--- src/rtl/axi_mem_tester_pkg.sv ---
// Shared types, AXI field constants and the test data pattern for the
// AXI4 memory tester.
package axi_mem_tester_pkg;

   typedef enum logic [2:0] {
      ST_IDLE  = 3'd0,
      ST_WR_AW = 3'd1,
      ST_WR_W  = 3'd2,
      ST_WR_B  = 3'd3,
      ST_RD_AR = 3'd4,
      ST_RD_R  = 3'd5,
      ST_FIN   = 3'd6
   } state_e;

   localparam logic [1:0] BURST_INCR    = 2'b01;
   localparam logic [2:0] SIZE_8B       = 3'b011;
   localparam logic [1:0] RESP_OKAY     = 2'b00;
   localparam logic [3:0] CACHE_DEFAULT = 4'b0011;

   // Data written to / expected from beat address addr.
   function automatic logic [63:0] pattern(input logic [31:0] addr);
      return {~addr, addr};
   endfunction

endpackage

--- src/rtl/axi_mem_tester_if.sv ---
// AXI4 bus bundle (64-bit data, 4-bit ID) between the tester and memory.
interface axi_mem_tester_if;
   logic        aw_valid;
   logic        aw_ready;
   logic [3:0]  aw_id;
   logic [31:0] aw_addr;
   logic [7:0]  aw_len;
   logic [2:0]  aw_size;
   logic [1:0]  aw_burst;
   logic        aw_lock;
   logic [3:0]  aw_cache;
   logic [2:0]  aw_prot;
   logic [3:0]  aw_qos;

   logic        w_valid;
   logic        w_ready;
   logic [63:0] w_data;
   logic [7:0]  w_strb;
   logic        w_last;

   logic        b_valid;
   logic        b_ready;
   logic [3:0]  b_id;
   logic [1:0]  b_resp;

   logic        ar_valid;
   logic        ar_ready;
   logic [3:0]  ar_id;
   logic [31:0] ar_addr;
   logic [7:0]  ar_len;
   logic [2:0]  ar_size;
   logic [1:0]  ar_burst;
   logic        ar_lock;
   logic [3:0]  ar_cache;
   logic [2:0]  ar_prot;
   logic [3:0]  ar_qos;

   logic        r_valid;
   logic        r_ready;
   logic [3:0]  r_id;
   logic [63:0] r_data;
   logic [1:0]  r_resp;
   logic        r_last;

   modport master (
      output aw_valid, aw_id, aw_addr, aw_len, aw_size, aw_burst,
             aw_lock, aw_cache, aw_prot, aw_qos,
      input  aw_ready,
      output w_valid, w_data, w_strb, w_last,
      input  w_ready,
      input  b_valid, b_id, b_resp,
      output b_ready,
      output ar_valid, ar_id, ar_addr, ar_len, ar_size, ar_burst,
             ar_lock, ar_cache, ar_prot, ar_qos,
      input  ar_ready,
      input  r_valid, r_id, r_data, r_resp, r_last,
      output r_ready
   );

   modport slave (
      input  aw_valid, aw_id, aw_addr, aw_len, aw_size, aw_burst,
             aw_lock, aw_cache, aw_prot, aw_qos,
      output aw_ready,
      input  w_valid, w_data, w_strb, w_last,
      output w_ready,
      output b_valid, b_id, b_resp,
      input  b_ready,
      input  ar_valid, ar_id, ar_addr, ar_len, ar_size, ar_burst,
             ar_lock, ar_cache, ar_prot, ar_qos,
      output ar_ready,
      output r_valid, r_id, r_data, r_resp, r_last,
      input  r_ready
   );
endinterface

--- src/rtl/axi_beat_counter.sv ---
// Beat/burst position and address generator shared by the write and read
// phases. Addresses are kept in registers so AW/AR/W payloads come straight
// from flops and stay stable while a handshake is stalled.
module axi_beat_counter #(
   parameter int unsigned BURST_LEN = 16
) (
   input  logic        clock,
   input  logic        reset,
   input  logic        load,
   input  logic [31:0] base_addr,
   input  logic [15:0] num_bursts,
   input  logic        restart,
   input  logic        burst_inc,
   input  logic        beat_inc,
   output logic [31:0] burst_addr,
   output logic [31:0] beat_addr,
   output logic        beat_last,
   output logic        burst_last
);

   localparam int unsigned BURST_BYTES = BURST_LEN * 8;
   localparam logic [31:0] ALIGN_MASK  = ~(32'(BURST_BYTES) - 32'd1);
   localparam logic [7:0]  LAST_BEAT   = 8'(BURST_LEN - 1);

   logic [31:0] base_q, base_d;
   logic [15:0] num_q, num_d;
   logic [15:0] burst_q, burst_d;
   logic [7:0]  beat_q, beat_d;
   logic [31:0] burst_addr_q, burst_addr_d;
   logic [31:0] beat_addr_q, beat_addr_d;

   // Next position: load a new region, rewind for the read pass, or step.
   always_comb begin
      base_d       = base_q;
      num_d        = num_q;
      burst_d      = burst_q;
      beat_d       = beat_q;
      burst_addr_d = burst_addr_q;
      beat_addr_d  = beat_addr_q;
      if (load) begin
         base_d       = base_addr & ALIGN_MASK;
         num_d        = num_bursts;
         burst_d      = '0;
         beat_d       = '0;
         burst_addr_d = base_addr & ALIGN_MASK;
         beat_addr_d  = base_addr & ALIGN_MASK;
      end else if (restart) begin
         burst_d      = '0;
         beat_d       = '0;
         burst_addr_d = base_q;
         beat_addr_d  = base_q;
      end else if (burst_inc) begin
         burst_d      = burst_q + 16'd1;
         beat_d       = '0;
         burst_addr_d = burst_addr_q + 32'(BURST_BYTES);
         beat_addr_d  = burst_addr_q + 32'(BURST_BYTES);
      end else if (beat_inc) begin
         beat_d      = beat_q + 8'd1;
         beat_addr_d = beat_addr_q + 32'd8;
      end
   end

   // Position registers.
   always_ff @(posedge clock or posedge reset) begin
      if (reset) begin
         base_q       <= '0;
         num_q        <= '0;
         burst_q      <= '0;
         beat_q       <= '0;
         burst_addr_q <= '0;
         beat_addr_q  <= '0;
      end else begin
         base_q       <= base_d;
         num_q        <= num_d;
         burst_q      <= burst_d;
         beat_q       <= beat_d;
         burst_addr_q <= burst_addr_d;
         beat_addr_q  <= beat_addr_d;
      end
   end

   assign burst_addr = burst_addr_q;
   assign beat_addr  = beat_addr_q;
   assign beat_last  = (beat_q == LAST_BEAT);
   assign burst_last = (burst_q == (num_q - 16'd1));

endmodule

--- src/rtl/axi_mem_tester.sv ---
// AXI4 memory tester: writes {~A, A} over a region in fixed INCR bursts,
// reads it back and reports pass, error count and first failing address.
// One transaction outstanding at a time.
//
//   state    | meaning
//   ---------+-------------------------------------------------
//   ST_IDLE  | waiting for start
//   ST_WR_AW | write address offered, waiting for aw_ready
//   ST_WR_W  | streaming write beats
//   ST_WR_B  | waiting for the write response
//   ST_RD_AR | read address offered, waiting for ar_ready
//   ST_RD_R  | receiving and checking read beats
//   ST_FIN   | issue done pulse and final pass verdict
module axi_mem_tester
   import axi_mem_tester_pkg::*;
#(
   parameter int unsigned BURST_LEN = 16,
   parameter logic [3:0]  ID        = 4'd0
) (
   input  logic                    clock,
   input  logic                    reset,
   input  logic                    start,
   input  logic [31:0]             base_addr,
   input  logic [15:0]             num_bursts,
   output logic                    busy,
   output logic                    done,
   output logic                    pass,
   output logic [15:0]             err_count,
   output logic [31:0]             first_err_addr,
   axi_mem_tester_if.master        io_axi4
);

   state_e      state_q, state_d;
   logic        aw_valid_q, aw_valid_d;
   logic        w_valid_q, w_valid_d;
   logic        b_ready_q, b_ready_d;
   logic        ar_valid_q, ar_valid_d;
   logic        r_ready_q, r_ready_d;
   logic        busy_q, busy_d;
   logic        done_q, done_d;
   logic        pass_q, pass_d;
   logic [15:0] err_count_q, err_count_d;
   logic [31:0] first_err_q, first_err_d;

   logic        cnt_load, cnt_restart, cnt_burst_inc, cnt_beat_inc;
   logic [31:0] cnt_burst_addr, cnt_beat_addr;
   logic        cnt_beat_last, cnt_burst_last;
   logic        err_hit;
   logic [31:0] err_addr;

   axi_beat_counter #(.BURST_LEN(BURST_LEN)) u_cnt (
      .clock      (clock),
      .reset      (reset),
      .load       (cnt_load),
      .base_addr  (base_addr),
      .num_bursts (num_bursts),
      .restart    (cnt_restart),
      .burst_inc  (cnt_burst_inc),
      .beat_inc   (cnt_beat_inc),
      .burst_addr (cnt_burst_addr),
      .beat_addr  (cnt_beat_addr),
      .beat_last  (cnt_beat_last),
      .burst_last (cnt_burst_last)
   );

   // Sequencer: next state, next registered handshake outputs, error logging.
   always_comb begin
      state_d       = state_q;
      aw_valid_d    = aw_valid_q;
      w_valid_d     = w_valid_q;
      b_ready_d     = b_ready_q;
      ar_valid_d    = ar_valid_q;
      r_ready_d     = r_ready_q;
      busy_d        = busy_q;
      done_d        = 1'b0;
      pass_d        = pass_q;
      err_count_d   = err_count_q;
      first_err_d   = first_err_q;
      cnt_load      = 1'b0;
      cnt_restart   = 1'b0;
      cnt_burst_inc = 1'b0;
      cnt_beat_inc  = 1'b0;
      err_hit       = 1'b0;
      err_addr      = '0;

      case (state_q)
         ST_IDLE: begin
            if (start) begin
               busy_d      = 1'b1;
               pass_d      = 1'b0;
               err_count_d = '0;
               first_err_d = '0;
               if (num_bursts == 16'd0) begin
                  state_d = ST_FIN;
               end else begin
                  cnt_load   = 1'b1;
                  aw_valid_d = 1'b1;
                  state_d    = ST_WR_AW;
               end
            end
         end
         ST_WR_AW: begin
            if (io_axi4.aw_ready) begin
               aw_valid_d = 1'b0;
               w_valid_d  = 1'b1;
               state_d    = ST_WR_W;
            end
         end
         ST_WR_W: begin
            if (io_axi4.w_ready) begin
               if (cnt_beat_last) begin
                  w_valid_d = 1'b0;
                  b_ready_d = 1'b1;
                  state_d   = ST_WR_B;
               end else begin
                  cnt_beat_inc = 1'b1;
               end
            end
         end
         ST_WR_B: begin
            if (io_axi4.b_valid) begin
               b_ready_d = 1'b0;
               err_hit   = (io_axi4.b_resp != RESP_OKAY) || (io_axi4.b_id != ID);
               err_addr  = cnt_burst_addr;
               if (cnt_burst_last) begin
                  cnt_restart = 1'b1;
                  ar_valid_d  = 1'b1;
                  state_d     = ST_RD_AR;
               end else begin
                  cnt_burst_inc = 1'b1;
                  aw_valid_d    = 1'b1;
                  state_d       = ST_WR_AW;
               end
            end
         end
         ST_RD_AR: begin
            if (io_axi4.ar_ready) begin
               ar_valid_d = 1'b0;
               r_ready_d  = 1'b1;
               state_d    = ST_RD_R;
            end
         end
         ST_RD_R: begin
            if (io_axi4.r_valid) begin
               // A misplaced r_last folds into the same single per-beat error.
               err_hit  = (io_axi4.r_resp != RESP_OKAY) || (io_axi4.r_id != ID) ||
                          (io_axi4.r_data != pattern(cnt_beat_addr)) ||
                          (io_axi4.r_last != cnt_beat_last);
               err_addr = cnt_beat_addr;
               if (io_axi4.r_last || cnt_beat_last) begin
                  r_ready_d = 1'b0;
                  if (cnt_burst_last) begin
                     state_d = ST_FIN;
                  end else begin
                     cnt_burst_inc = 1'b1;
                     ar_valid_d    = 1'b1;
                     state_d       = ST_RD_AR;
                  end
               end else begin
                  cnt_beat_inc = 1'b1;
               end
            end
         end
         ST_FIN: begin
            done_d  = 1'b1;
            busy_d  = 1'b0;
            pass_d  = (err_count_q == 16'd0);
            state_d = ST_IDLE;
         end
         default: state_d = ST_IDLE;
      endcase

      if (err_hit) begin
         if (err_count_q == 16'd0) first_err_d = err_addr;
         if (err_count_q != 16'hFFFF) err_count_d = err_count_q + 16'd1;
      end
   end

   // State and registered outputs.
   always_ff @(posedge clock or posedge reset) begin
      if (reset) begin
         state_q     <= ST_IDLE;
         aw_valid_q  <= 1'b0;
         w_valid_q   <= 1'b0;
         b_ready_q   <= 1'b0;
         ar_valid_q  <= 1'b0;
         r_ready_q   <= 1'b0;
         busy_q      <= 1'b0;
         done_q      <= 1'b0;
         pass_q      <= 1'b0;
         err_count_q <= '0;
         first_err_q <= '0;
      end else begin
         state_q     <= state_d;
         aw_valid_q  <= aw_valid_d;
         w_valid_q   <= w_valid_d;
         b_ready_q   <= b_ready_d;
         ar_valid_q  <= ar_valid_d;
         r_ready_q   <= r_ready_d;
         busy_q      <= busy_d;
         done_q      <= done_d;
         pass_q      <= pass_d;
         err_count_q <= err_count_d;
         first_err_q <= first_err_d;
      end
   end

   assign busy           = busy_q;
   assign done           = done_q;
   assign pass           = pass_q;
   assign err_count      = err_count_q;
   assign first_err_addr = first_err_q;

   assign io_axi4.aw_valid = aw_valid_q;
   assign io_axi4.aw_id    = ID;
   assign io_axi4.aw_addr  = cnt_burst_addr;
   assign io_axi4.aw_len   = 8'(BURST_LEN - 1);
   assign io_axi4.aw_size  = SIZE_8B;
   assign io_axi4.aw_burst = BURST_INCR;
   assign io_axi4.aw_lock  = 1'b0;
   assign io_axi4.aw_cache = CACHE_DEFAULT;
   assign io_axi4.aw_prot  = 3'b000;
   assign io_axi4.aw_qos   = 4'b0000;

   assign io_axi4.w_valid = w_valid_q;
   assign io_axi4.w_data  = pattern(cnt_beat_addr);
   assign io_axi4.w_strb  = 8'hFF;
   assign io_axi4.w_last  = cnt_beat_last;

   assign io_axi4.b_ready = b_ready_q;

   assign io_axi4.ar_valid = ar_valid_q;
   assign io_axi4.ar_id    = ID;
   assign io_axi4.ar_addr  = cnt_burst_addr;
   assign io_axi4.ar_len   = 8'(BURST_LEN - 1);
   assign io_axi4.ar_size  = SIZE_8B;
   assign io_axi4.ar_burst = BURST_INCR;
   assign io_axi4.ar_lock  = 1'b0;
   assign io_axi4.ar_cache = CACHE_DEFAULT;
   assign io_axi4.ar_prot  = 3'b000;
   assign io_axi4.ar_qos   = 4'b0000;

   assign io_axi4.r_ready = r_ready_q;

endmodule

--- src/flat_wrapper.sv ---
// flat-port wrapper written by rule: the top's interface ports become plain ports
module axi_mem_tester_flat import axi_mem_tester_pkg::*;
#(
   parameter int unsigned BURST_LEN = 16,
   parameter logic [3:0]  ID        = 4'd0
)
  (clock, reset, start, base_addr, num_bursts, busy, done, pass, err_count, first_err_addr, io_axi4_aw_valid, io_axi4_aw_id, io_axi4_aw_addr, io_axi4_aw_len, io_axi4_aw_size, io_axi4_aw_burst, io_axi4_aw_lock, io_axi4_aw_cache, io_axi4_aw_prot, io_axi4_aw_qos, io_axi4_aw_ready, io_axi4_w_valid, io_axi4_w_data, io_axi4_w_strb, io_axi4_w_last, io_axi4_w_ready, io_axi4_b_valid, io_axi4_b_id, io_axi4_b_resp, io_axi4_b_ready, io_axi4_ar_valid, io_axi4_ar_id, io_axi4_ar_addr, io_axi4_ar_len, io_axi4_ar_size, io_axi4_ar_burst, io_axi4_ar_lock, io_axi4_ar_cache, io_axi4_ar_prot, io_axi4_ar_qos, io_axi4_ar_ready, io_axi4_r_valid, io_axi4_r_id, io_axi4_r_data, io_axi4_r_resp, io_axi4_r_last, io_axi4_r_ready);
  axi_mem_tester_if io_axi4_i ();
  input  logic clock;
  input  logic reset;
  input  logic start;
  input  logic [31:0] base_addr;
  input  logic [15:0] num_bursts;
  output logic busy;
  output logic done;
  output logic pass;
  output logic [15:0] err_count;
  output logic [31:0] first_err_addr;
  output wire logic [$bits(io_axi4_i.aw_valid)-1:0] io_axi4_aw_valid;
  output wire logic [$bits(io_axi4_i.aw_id)-1:0] io_axi4_aw_id;
  output wire logic [$bits(io_axi4_i.aw_addr)-1:0] io_axi4_aw_addr;
  output wire logic [$bits(io_axi4_i.aw_len)-1:0] io_axi4_aw_len;
  output wire logic [$bits(io_axi4_i.aw_size)-1:0] io_axi4_aw_size;
  output wire logic [$bits(io_axi4_i.aw_burst)-1:0] io_axi4_aw_burst;
  output wire logic [$bits(io_axi4_i.aw_lock)-1:0] io_axi4_aw_lock;
  output wire logic [$bits(io_axi4_i.aw_cache)-1:0] io_axi4_aw_cache;
  output wire logic [$bits(io_axi4_i.aw_prot)-1:0] io_axi4_aw_prot;
  output wire logic [$bits(io_axi4_i.aw_qos)-1:0] io_axi4_aw_qos;
  input wire logic [$bits(io_axi4_i.aw_ready)-1:0] io_axi4_aw_ready;
  output wire logic [$bits(io_axi4_i.w_valid)-1:0] io_axi4_w_valid;
  output wire logic [$bits(io_axi4_i.w_data)-1:0] io_axi4_w_data;
  output wire logic [$bits(io_axi4_i.w_strb)-1:0] io_axi4_w_strb;
  output wire logic [$bits(io_axi4_i.w_last)-1:0] io_axi4_w_last;
  input wire logic [$bits(io_axi4_i.w_ready)-1:0] io_axi4_w_ready;
  input wire logic [$bits(io_axi4_i.b_valid)-1:0] io_axi4_b_valid;
  input wire logic [$bits(io_axi4_i.b_id)-1:0] io_axi4_b_id;
  input wire logic [$bits(io_axi4_i.b_resp)-1:0] io_axi4_b_resp;
  output wire logic [$bits(io_axi4_i.b_ready)-1:0] io_axi4_b_ready;
  output wire logic [$bits(io_axi4_i.ar_valid)-1:0] io_axi4_ar_valid;
  output wire logic [$bits(io_axi4_i.ar_id)-1:0] io_axi4_ar_id;
  output wire logic [$bits(io_axi4_i.ar_addr)-1:0] io_axi4_ar_addr;
  output wire logic [$bits(io_axi4_i.ar_len)-1:0] io_axi4_ar_len;
  output wire logic [$bits(io_axi4_i.ar_size)-1:0] io_axi4_ar_size;
  output wire logic [$bits(io_axi4_i.ar_burst)-1:0] io_axi4_ar_burst;
  output wire logic [$bits(io_axi4_i.ar_lock)-1:0] io_axi4_ar_lock;
  output wire logic [$bits(io_axi4_i.ar_cache)-1:0] io_axi4_ar_cache;
  output wire logic [$bits(io_axi4_i.ar_prot)-1:0] io_axi4_ar_prot;
  output wire logic [$bits(io_axi4_i.ar_qos)-1:0] io_axi4_ar_qos;
  input wire logic [$bits(io_axi4_i.ar_ready)-1:0] io_axi4_ar_ready;
  input wire logic [$bits(io_axi4_i.r_valid)-1:0] io_axi4_r_valid;
  input wire logic [$bits(io_axi4_i.r_id)-1:0] io_axi4_r_id;
  input wire logic [$bits(io_axi4_i.r_data)-1:0] io_axi4_r_data;
  input wire logic [$bits(io_axi4_i.r_resp)-1:0] io_axi4_r_resp;
  input wire logic [$bits(io_axi4_i.r_last)-1:0] io_axi4_r_last;
  output wire logic [$bits(io_axi4_i.r_ready)-1:0] io_axi4_r_ready;
  assign io_axi4_aw_valid = io_axi4_i.aw_valid;
  assign io_axi4_aw_id = io_axi4_i.aw_id;
  assign io_axi4_aw_addr = io_axi4_i.aw_addr;
  assign io_axi4_aw_len = io_axi4_i.aw_len;
  assign io_axi4_aw_size = io_axi4_i.aw_size;
  assign io_axi4_aw_burst = io_axi4_i.aw_burst;
  assign io_axi4_aw_lock = io_axi4_i.aw_lock;
  assign io_axi4_aw_cache = io_axi4_i.aw_cache;
  assign io_axi4_aw_prot = io_axi4_i.aw_prot;
  assign io_axi4_aw_qos = io_axi4_i.aw_qos;
  assign io_axi4_i.aw_ready = io_axi4_aw_ready;
  assign io_axi4_w_valid = io_axi4_i.w_valid;
  assign io_axi4_w_data = io_axi4_i.w_data;
  assign io_axi4_w_strb = io_axi4_i.w_strb;
  assign io_axi4_w_last = io_axi4_i.w_last;
  assign io_axi4_i.w_ready = io_axi4_w_ready;
  assign io_axi4_i.b_valid = io_axi4_b_valid;
  assign io_axi4_i.b_id = io_axi4_b_id;
  assign io_axi4_i.b_resp = io_axi4_b_resp;
  assign io_axi4_b_ready = io_axi4_i.b_ready;
  assign io_axi4_ar_valid = io_axi4_i.ar_valid;
  assign io_axi4_ar_id = io_axi4_i.ar_id;
  assign io_axi4_ar_addr = io_axi4_i.ar_addr;
  assign io_axi4_ar_len = io_axi4_i.ar_len;
  assign io_axi4_ar_size = io_axi4_i.ar_size;
  assign io_axi4_ar_burst = io_axi4_i.ar_burst;
  assign io_axi4_ar_lock = io_axi4_i.ar_lock;
  assign io_axi4_ar_cache = io_axi4_i.ar_cache;
  assign io_axi4_ar_prot = io_axi4_i.ar_prot;
  assign io_axi4_ar_qos = io_axi4_i.ar_qos;
  assign io_axi4_i.ar_ready = io_axi4_ar_ready;
  assign io_axi4_i.r_valid = io_axi4_r_valid;
  assign io_axi4_i.r_id = io_axi4_r_id;
  assign io_axi4_i.r_data = io_axi4_r_data;
  assign io_axi4_i.r_resp = io_axi4_r_resp;
  assign io_axi4_i.r_last = io_axi4_r_last;
  assign io_axi4_r_ready = io_axi4_i.r_ready;
  axi_mem_tester #(.BURST_LEN(BURST_LEN), .ID(ID)) u_core (.clock(clock), .reset(reset), .start(start), .base_addr(base_addr), .num_bursts(num_bursts), .busy(busy), .done(done), .pass(pass), .err_count(err_count), .first_err_addr(first_err_addr), .io_axi4(io_axi4_i));
endmodule
--- config.mk ---
export PLATFORM = sky130hd
export DESIGN_NAME = axi_mem_tester_flat
export DESIGN_NICKNAME = d
export VERILOG_FILES = /design/src/rtl/axi_mem_tester_pkg.sv /design/src/rtl/axi_mem_tester_if.sv /design/src/rtl/axi_beat_counter.sv /design/src/rtl/axi_mem_tester.sv /design/src/flat_wrapper.sv
export SDC_FILE = /design/constraint.sdc
export NUM_CORES = 1
export LEC_CHECK = 0
export ABC_AREA = 0
export CORE_AREA = 2 2 132 198
export DETAILED_ROUTE_END_ITERATION = 8
export DIE_AREA = 0 0 134 200
export GPL_TIMING_DRIVEN = 0
export PLACE_DENSITY = 0.82
export SLEW_MARGIN = 20
export SYNTH_ARGS = -nofsm -noshare
export SYNTH_HDL_FRONTEND = slang
export SYNTH_HIERARCHICAL = 1
export SYNTH_SLANG_ARGS = --single-unit
--- constraint.sdc ---
create_clock -name clock -period 4.5 [get_ports clock]
set_input_delay 0.9 -clock clock [delete_from_list [all_inputs] [get_ports clock]]
set_output_delay 0.9 -clock clock [all_outputs]
set_load 0.1 [all_outputs]
==> metrics.md, run 1 <==
| Metric | Value |
|---|---|
| Status | finished, final reports clean |
| Layout cell share with drive strength beyond 1 | 13.88% |
| Tightest Pin Transition | 1073 ps |
| Netlist cell types | 82 |
| FF-to-FF path depth | 12 |
| H-Tree Depth | 4 |
| Synth Register Bits | 179 |
| Synth Flop Type | dfrtp_1 |
| Setup crit end kind | flip-flop |
| Yosys warns | 6 |
| CP delay by family, top | simple AND/OR/NAND/NOR gates |
| Unrepaired setup endpoints after global routing | no |
| Hold WC Path Type | reg2reg |
| Post-Synthesis Cell Area | 0.01190 mm^2 |
| Post-Synthesis Cells | 1344 |
| Hold Path Stages | 2 |
| Pre-CTS setup slack | -485.6 ps |
| Fin crit period | 4377 ps |
| Vias per cell | 5.875 |
| Max FO, Critical Path | 10 |
| CP Launch Type | flip-flop |
| Most Frequent Cell on Critical Path | clkbuf_1 |
| CTS-repair resized insts | 4 |
| Critical path buffer and inverter count | 3 |
| DRC errors left | 0 |
| Initial antenna violation count | 0 |
| CP max stage cell | clkbuf_1 |
| Gr usage total | 33.23% |
| DIE AREA | 0.02680 mm^2 |
| Final Max Slew Viols | 0 |
| Pwr/cell area | 595.1 mW/mm^2 |
| VDD IR max | 418.2 uV |
| Total Neg Setup Slack | 0 ps |
| Hold EP | u_core/busy |
| # hold bufs at CTS | 0 |
| Grt ovf | 0 |
| DRT Pass-1 Iters | 7 |
| Fin nets | 1872 |
| Clock Path Buffers | 2 |
| Routability cong. | 1.040 |
| Post-synth EDFFs | 0 |
| Layout area overhead | 36.64% |
| I/O pin cnt | 384 |
| Static Leak | 7.209 nW |
| Crit Reg-Reg Startpoint | u_core/u_cnt/num_q[4] |
| Crit path DAT | 4710 ps |
| CTS tree | built |
| Wirelength, routed | 45860 um |
| Setup bufs post-CTS | 0 |
| Placed Instances | 2040 |
| Syn Area/Cell | 8.852 um^2 |
| DP HPWL | 34760 um |
| Fin Clk Skew | 10.26 ps |
| Final std cells w/o fill | 2072 |
| Vias in the first global route | 11890 |
| Final setup viols | 0 |
| Worst path cell trace | clkbuf_1 > or4_1 > nor4_4 > nand4_1 > xnor2_1 > a2111oi_0 > and4_2 > a2111oi_4 > clkbuf_1 > clkbuf_1 > nand3_1 > o211a_1 |
| Ant. Diodes | 0 |
| Post-DR wirelength/cell | 22.13 um |
| Async SR Flop Fraction | 100.0% |
| Crit path from | u_core/u_cnt/num_q[4] |
| Setup CP Type | reg2reg |
| Max Clock Freq | 228.4 MHz |
| Antenna-violating nets left | 0 |
| First-pass GRT wire length | 67250 um |
| Slew headroom | 28.23% |
| Max-cap violations | 0 |
| Fin crit share | 97.27% |
| Clock slew at reported path FFs | 70 ps |
| Via count | 12170 |
| Sequential share of the synthesized area | 37.65% |
| Fillers | 2086 |
| # rows | 71 |
| Flop-to-flop setup slack | 120 ps |
| Clk_lat worst skew | 450 ps |
| Die H | 200 um |
| Starting Density | 47.66% |
| Capturing point of the worst reg2reg path | u_core/u_cnt/beat_addr[26] |
| Core Region | 0.02496 mm^2 |
| Sink Count | 179 |
| Initial detailed-routing violation count | 1294 |
| Largest net degree at the start of global routing | 71 |
| Hold path startpoint | u_core/busy |
| Die W | 134 um |
| Final hold viol count | 0 |
| TritonCTS Buffers | 17 |
| Root buf cell | clkbuf_16 |
| CP Data Required Time | 4830 ps |
| Slowest Stage Delay on Critical Path | 640 ps |
| Final worst setup slack | 122.7 ps |
| Port Buf Inserts | 296 |
==> sequential cells by signal, indices dropped and copies added, names as in the netlist <==
| register | cells |
|---|---|
| u_core/first_err_addr | 32 |
| u_core/u_cnt/beat_addr | 30 |
| u_core/u_cnt/base_q | 25 |
| u_core/u_cnt/burst_addr | 25 |
| u_core/err_count | 16 |
| u_core/u_cnt/burst_q | 16 |
| u_core/u_cnt/num_q | 16 |
| u_core/u_cnt/beat_q | 8 |
| u_core/state_q | 3 |
| u_core/busy | 1 |
| u_core/done | 1 |
| u_core/io_axi4.ar_valid | 1 |
| u_core/io_axi4.aw_valid | 1 |
| u_core/io_axi4.b_ready | 1 |
| u_core/io_axi4.r_ready | 1 |
| u_core/io_axi4.w_valid | 1 |
| u_core/pass | 1 |
==> worst max-delay path by stage <==
stage / cells after the start / end / slack (ps)
6_report: 12 / u_core/u_cnt/beat_addr[26] / 120
5_1_grt: 9 / u_core/u_cnt/num_q[7] / 0.8
4_1_cts: 13 / u_core/u_cnt/burst_q[9] / 20
3_5_place_dp: 10 / u_core/u_cnt/burst_addr[24] / -490
3_3_place_gp: 2 / u_core/u_cnt/num_q[10] / -1290
2_1_floorplan: 13 / u_core/u_cnt/burst_addr[11] / 210
==> metrics by stage <==
| step | power (mW) | hold WS (ps) | cell area, um^2 | util (%) |
|---|---|---|---|---|
| after floorplan | 6.475 | 466.5 | 12180 | - |
| after global routing | 9.946 | 514.0 | 16260 | 65.12 |
| after detailed placement | 8.061 | 477.7 | 15610 | 62.53 |
| after global placement | 7.996 | 466.0 | 15550 | 62.29 |
| final | 9.675 | 488.5 | 16260 | 65.12 |
| after CTS | 9.626 | 494.0 | 16240 | 65.06 |
==> tightest hold or removal path: cells and delay by family (launching register included) <==
family,cells,cell delay [ps]
simple gates,2,100
flops,1,350
==> kinds of logic (layout without fill, tap and decap cells) <==
logic type | after synthesis | count (layout) | synth area share [%]
and+or+nand+nor | 486 | 486 | 20.67
AOI/OAI and AO/OA | 240 | 240 | 13.59
buffers and inverters | 228 | 558 | 11.20
DFF | 179 | 179 | 37.65
xor gates and xnor gates | 122 | 122 | 8.981
muxes | 78 | 78 | 6.972
adders and majority gates | 8 | 8 | 0.8413
other | 3 | 73 | 0.09464
==> layer usage <==
metal  vias to the layer above  global-route usage [%]  part of all wire [%]  wire, um
li1                       5352                       -                     -         -
met1                      5761                   35.52                    34     15430
met2                       851                   58.58                    50     22920
met3                       210                   7.273                   9.8      4502
met4                         0                   22.66                   6.5      2999
met5                         -                       0                     0         0
==> cells in the final DEF (no fill, tap or decap), drive strengths merged, types with 11 or more instances in the layout <==
cell | synthesis | final
clkdlybuf4s50 | 0 | 296
dfrtp | 179 | 179
nor2 | 135 | 135
buf | 131 | 131
nand2 | 119 | 119
a21oi | 74 | 74
conb | 3 | 73
xor2 | 67 | 67
inv | 57 | 60
clkbuf | 40 | 60
xnor2 | 55 | 55
nand3 | 53 | 53
nand4 | 40 | 40
mux2i | 39 | 39
mux2 | 39 | 39
a22oi | 35 | 35
o21ai | 29 | 29
nor4 | 25 | 25
nor3 | 23 | 23
or3 | 15 | 15
o22ai | 14 | 14
a31oi | 14 | 14
nand2b | 11 | 11
==> area by class of cell <==
| cell class | instances | area (um^2) | share of cell area, % |
|---|---|---|---|
| inverter | 57 | 221.5 | 1.362 |
| multi-input combinational | 1007 | 6389 | 39.30 |
| sequential | 179 | 4479 | 27.55 |
| clock inverter | 14 | 175.2 | 1.078 |
| buffer | 171 | 1132 | 6.965 |
| tap | 328 | 410.4 | 2.524 |
| clock buffer | 18 | 439.2 | 2.701 |
| timing repair buffer | 298 | 3010 | 18.52 |
==> power by group <==
part / internal [mW] / switching (mW)
Sequential: 1.87 / 0.764
Clock: 0.894 / 0.675
Combinational: 1.32 / 4.15
Total: 4.08 / 5.59
==> cell usage after synthesis, types with 4 or more instances <==
cell type | count | share of area [%]
a2111oi_0 | 4 | 0.29
a211oi_1 | 7 | 0.44
a21oi_1 | 73 | 3.1
a221o_2 | 6 | 0.57
a221oi_1 | 4 | 0.29
a22oi_1 | 35 | 2.2
a2bb2oi_1 | 4 | 0.29
a31oi_1 | 14 | 0.74
and2_1 | 9 | 0.47
and3_1 | 9 | 0.47
and4_1 | 10 | 0.74
buf_1 | 10 | 0.32
buf_2 | 6 | 0.25
buf_4 | 108 | 6.8
buf_6 | 4 | 0.38
clkbuf_1 | 40 | 1.3
dfrtp_1 | 179 | 38
ha_1 | 8 | 0.84
inv_1 | 57 | 1.8
mux2_2 | 39 | 3.7
mux2i_1 | 39 | 3.3
nand2_1 | 119 | 3.8
nand2b_1 | 11 | 0.58
nand3_1 | 53 | 2.2
nand4_1 | 39 | 2.1
nor2_1 | 134 | 4.2
nor2b_1 | 4 | 0.21
nor3_1 | 21 | 0.88
nor3b_1 | 7 | 0.44
nor4_1 | 23 | 1.2
nor4b_1 | 5 | 0.37
o211ai_1 | 4 | 0.25
o21ai_0 | 28 | 1.2
o22ai_1 | 14 | 0.74
o31ai_1 | 8 | 0.50
or3_1 | 14 | 0.74
or4_1 | 7 | 0.44
xnor2_1 | 55 | 4.0
xor2_1 | 67 | 4.9
Power figures use the tool's default switching activity.
==> run 2, diff against run 1 <==
--- a/config.mk
+++ b/config.mk
@@ -6,9 +6,10 @@
 export NUM_CORES = 1
 export LEC_CHECK = 0
 export ABC_AREA = 0
-export CORE_AREA = 2 2 132 198
+export CORE_AREA = 4 4 134 200
+export CTS_CLUSTER_DIAMETER = 30
 export DETAILED_ROUTE_END_ITERATION = 8
-export DIE_AREA = 0 0 134 200
+export DIE_AREA = 0 0 138 204
 export GPL_TIMING_DRIVEN = 0
 export PLACE_DENSITY = 0.82
 export SLEW_MARGIN = 20
==> metrics.md, run 2 (synthesis results as in run 1) <==
| Metric | Value |
|---|---|
| Status | finished, final reports clean |
| Final worst setup slack | 15.81 ps |
| Hold path startpoint | u_core/busy |
| Final std cells w/o fill | 2071 |
| CP Data Required Time | 4850 ps |
| Crit path from | u_core/u_cnt/num_q[4] |
| GR peak layer | met2 |
| Pwr/cell area | 591.9 mW/mm^2 |
| Utilization after layout | 64.76% |
| DRT Pass-1 Iters | 6 |
| First-pass GRT wire length | 68680 um |
| Fin Clk Skew | 10.42 ps |
| Register Area | 0.004479 mm^2 |
| Final setup viols | 0 |
| NetSw | 5.588 mW |
| Clk_lat worst skew | 440 ps |
| Slew headroom | 28.60% |
| Layout cell share with drive strength beyond 1 | 13.65% |
| Fin crit period | 4484 ps |
| Final hold viol count | 0 |
| Max FO, Critical Path | 12 |
| Sw Share | 58.20% |
| I/O pin cnt | 384 |
| Layout area overhead | 36.36% |
| Clock slew at reported path FFs | 70 ps |
| Final Max Slew Viols | 0 |
| Grt ovf | 0 |
| Internal power | 4.014 mW |
| Met3 Use GR | 6.695% |
| Unrepaired setup endpoints after global routing | yes |
| Setup crit end kind | flip-flop |
| Ant. Diodes | 0 |
| Via count | 11980 |
| Area of the multi-input gates | 0.006386 mm^2 |
| CP Launch Type | flip-flop |
| Clk pwr share | 15.6% |
| # rows | 71 |
| Max reg flops | 32 |
| DP HPWL | 35800 um |
| TritonCTS Buffers | 17 |
| Die W | 138 um |
| Antenna-violating nets left | 0 |
| Routing usage on met1 | 34.67% |
| Routability cong. | 0.9693 |
| Post-DR wirelength/cell | 22.36 um |
| Hold WC Path Type | reg2reg |
| Vias per cell | 5.784 |
| Crit path DAT | 4830 ps |
| Gr usage total | 31.49% |
| Placed Instances | 2040 |
| Fin crit share | 99.65% |
| Commonest cells after routing, fill and taps aside | clkdlybuf4s50_1, dfrtp_1, nor2_1 |
| Pre-CTS setup slack | -378.9 ps |
| Largest net degree at the start of global routing | 71 |
| Clock Path Buffers | 2 |
| DRC errors left | 0 |
| Reg power frac | 27.6% |
| Initial detailed-routing violation count | 1396 |
| Core Region | 0.02505 mm^2 |
| Max-cap violations | 0 |
| CTS tree | built |
| DIE AREA | 0.02815 mm^2 |
| Most common cell after layout, fill and taps aside | clkdlybuf4s50_1 |
| Sink Count | 179 |
| Root buf cell | clkbuf_16 |
| Vias in the first global route | 11760 |
| Static Leak | 7.184 nW |
| H-Tree Depth | 4 |
| Starting Density | 47.49% |
| Wirelength, routed | 46310 um |
| Fillers | 2143 |
| Max Clock Freq | 223.0 MHz |
| Crit Reg-Reg Startpoint | u_core/u_cnt/num_q[4] |
| Fin nets | 1871 |
| Port Buf Inserts | 296 |
| Met2 Use GR | 57.07% |
| Setup CP Type | reg2reg |
| Die H | 204 um |
| Combinational share of power | 56.8% |
| Initial antenna violation count | 1 |
| VDD IR max | 506.4 uV |
| Tightest Pin Transition | 1068 ps |
run 2: cell types whose count changed in the layout (fill, tap and decap cells not counted), sizes merged:
cell / previous run / this run
clkinvlp: 3 / 4
bufinv: 3 / 2
clkbuf: 60 / 57
inv: 60 / 61
buf: 131 / 133
clkinv: 5 / 4
run 2: per-layer routing:
metal	part of all wire [%]	wire, um
met5	0	0
met4	5.5	2546
met3	8.3	3839
met2	51	23690
met1	35	16240
run 2: worst paths after layout:
path / cells after the start / to / slack, ps
max in group asynchronous: 3 / u_core/u_cnt/burst_q[14] / 2820
min in group asynchronous: 2 / u_core/first_err_addr[5] / 830
hold / removal: 2 / u_core/busy / 490
setup / recovery: 14 / u_core/u_cnt/beat_addr[31] / 20
setup reg to reg: 14 / u_core/u_cnt/beat_addr[31] / 20
hold reg to reg: 2 / u_core/busy / 490
run 2: final cells by class:
cell class	count	area share, %
tap	328	2.530
sequential	179	27.61
timing repair buffer	298	18.60
multi-input combinational	1007	39.36
inverter	57	1.365
clock buffer	18	2.645
clock inverter	14	0.9409
buffer	170	6.941
run 2: critical path: stages (launching register included):
cell	delay, ps
dfrtp_1	360
clkbuf_1	190
or4_1	640
nor4_4	230
nand2_1	120
o31ai_1	220
o32ai_1	140
and4_2	330
and2_1	260
or2_2	440
nor2_1	630
nand2_1	180
buf_6	200
a31o_2	210
a311oi_2	220
run 2: metrics by stage:
step	setup TNS (ps)	instance area (um^2)	hold WS (ps)	total power, mW
2_1_floorplan	0	12180	466.5	6.475
3_3_place_gp	-223840	15550	461.7	8.018
3_5_place_dp	-15480	15620	481.6	8.071
4_1_cts	0	16210	498.1	9.570
5_1_grt	-86.68	16220	511.1	9.864
6_report	0	16220	490.9	9.603
run 2: timing repair:
action                                  in CTS  in global routing
endpoints found under the setup margin      39                 52
buffers inserted                             0                  0
hold buffers                                 0                  0
resized for setup                            4                 16
run 2: power groups by stage:
stage | Sequential (mW) | Combinational [mW] | Clock (mW)
after floorplan | 4.05 | 2.42 | 0
after global placement | 2.64 | 5.38 | 0
after detailed placement | 2.65 | 5.42 | 0
after CTS | 2.62 | 5.44 | 1.51
after global routing | 2.67 | 5.62 | 1.58
final | 2.65 | 5.46 | 1.50
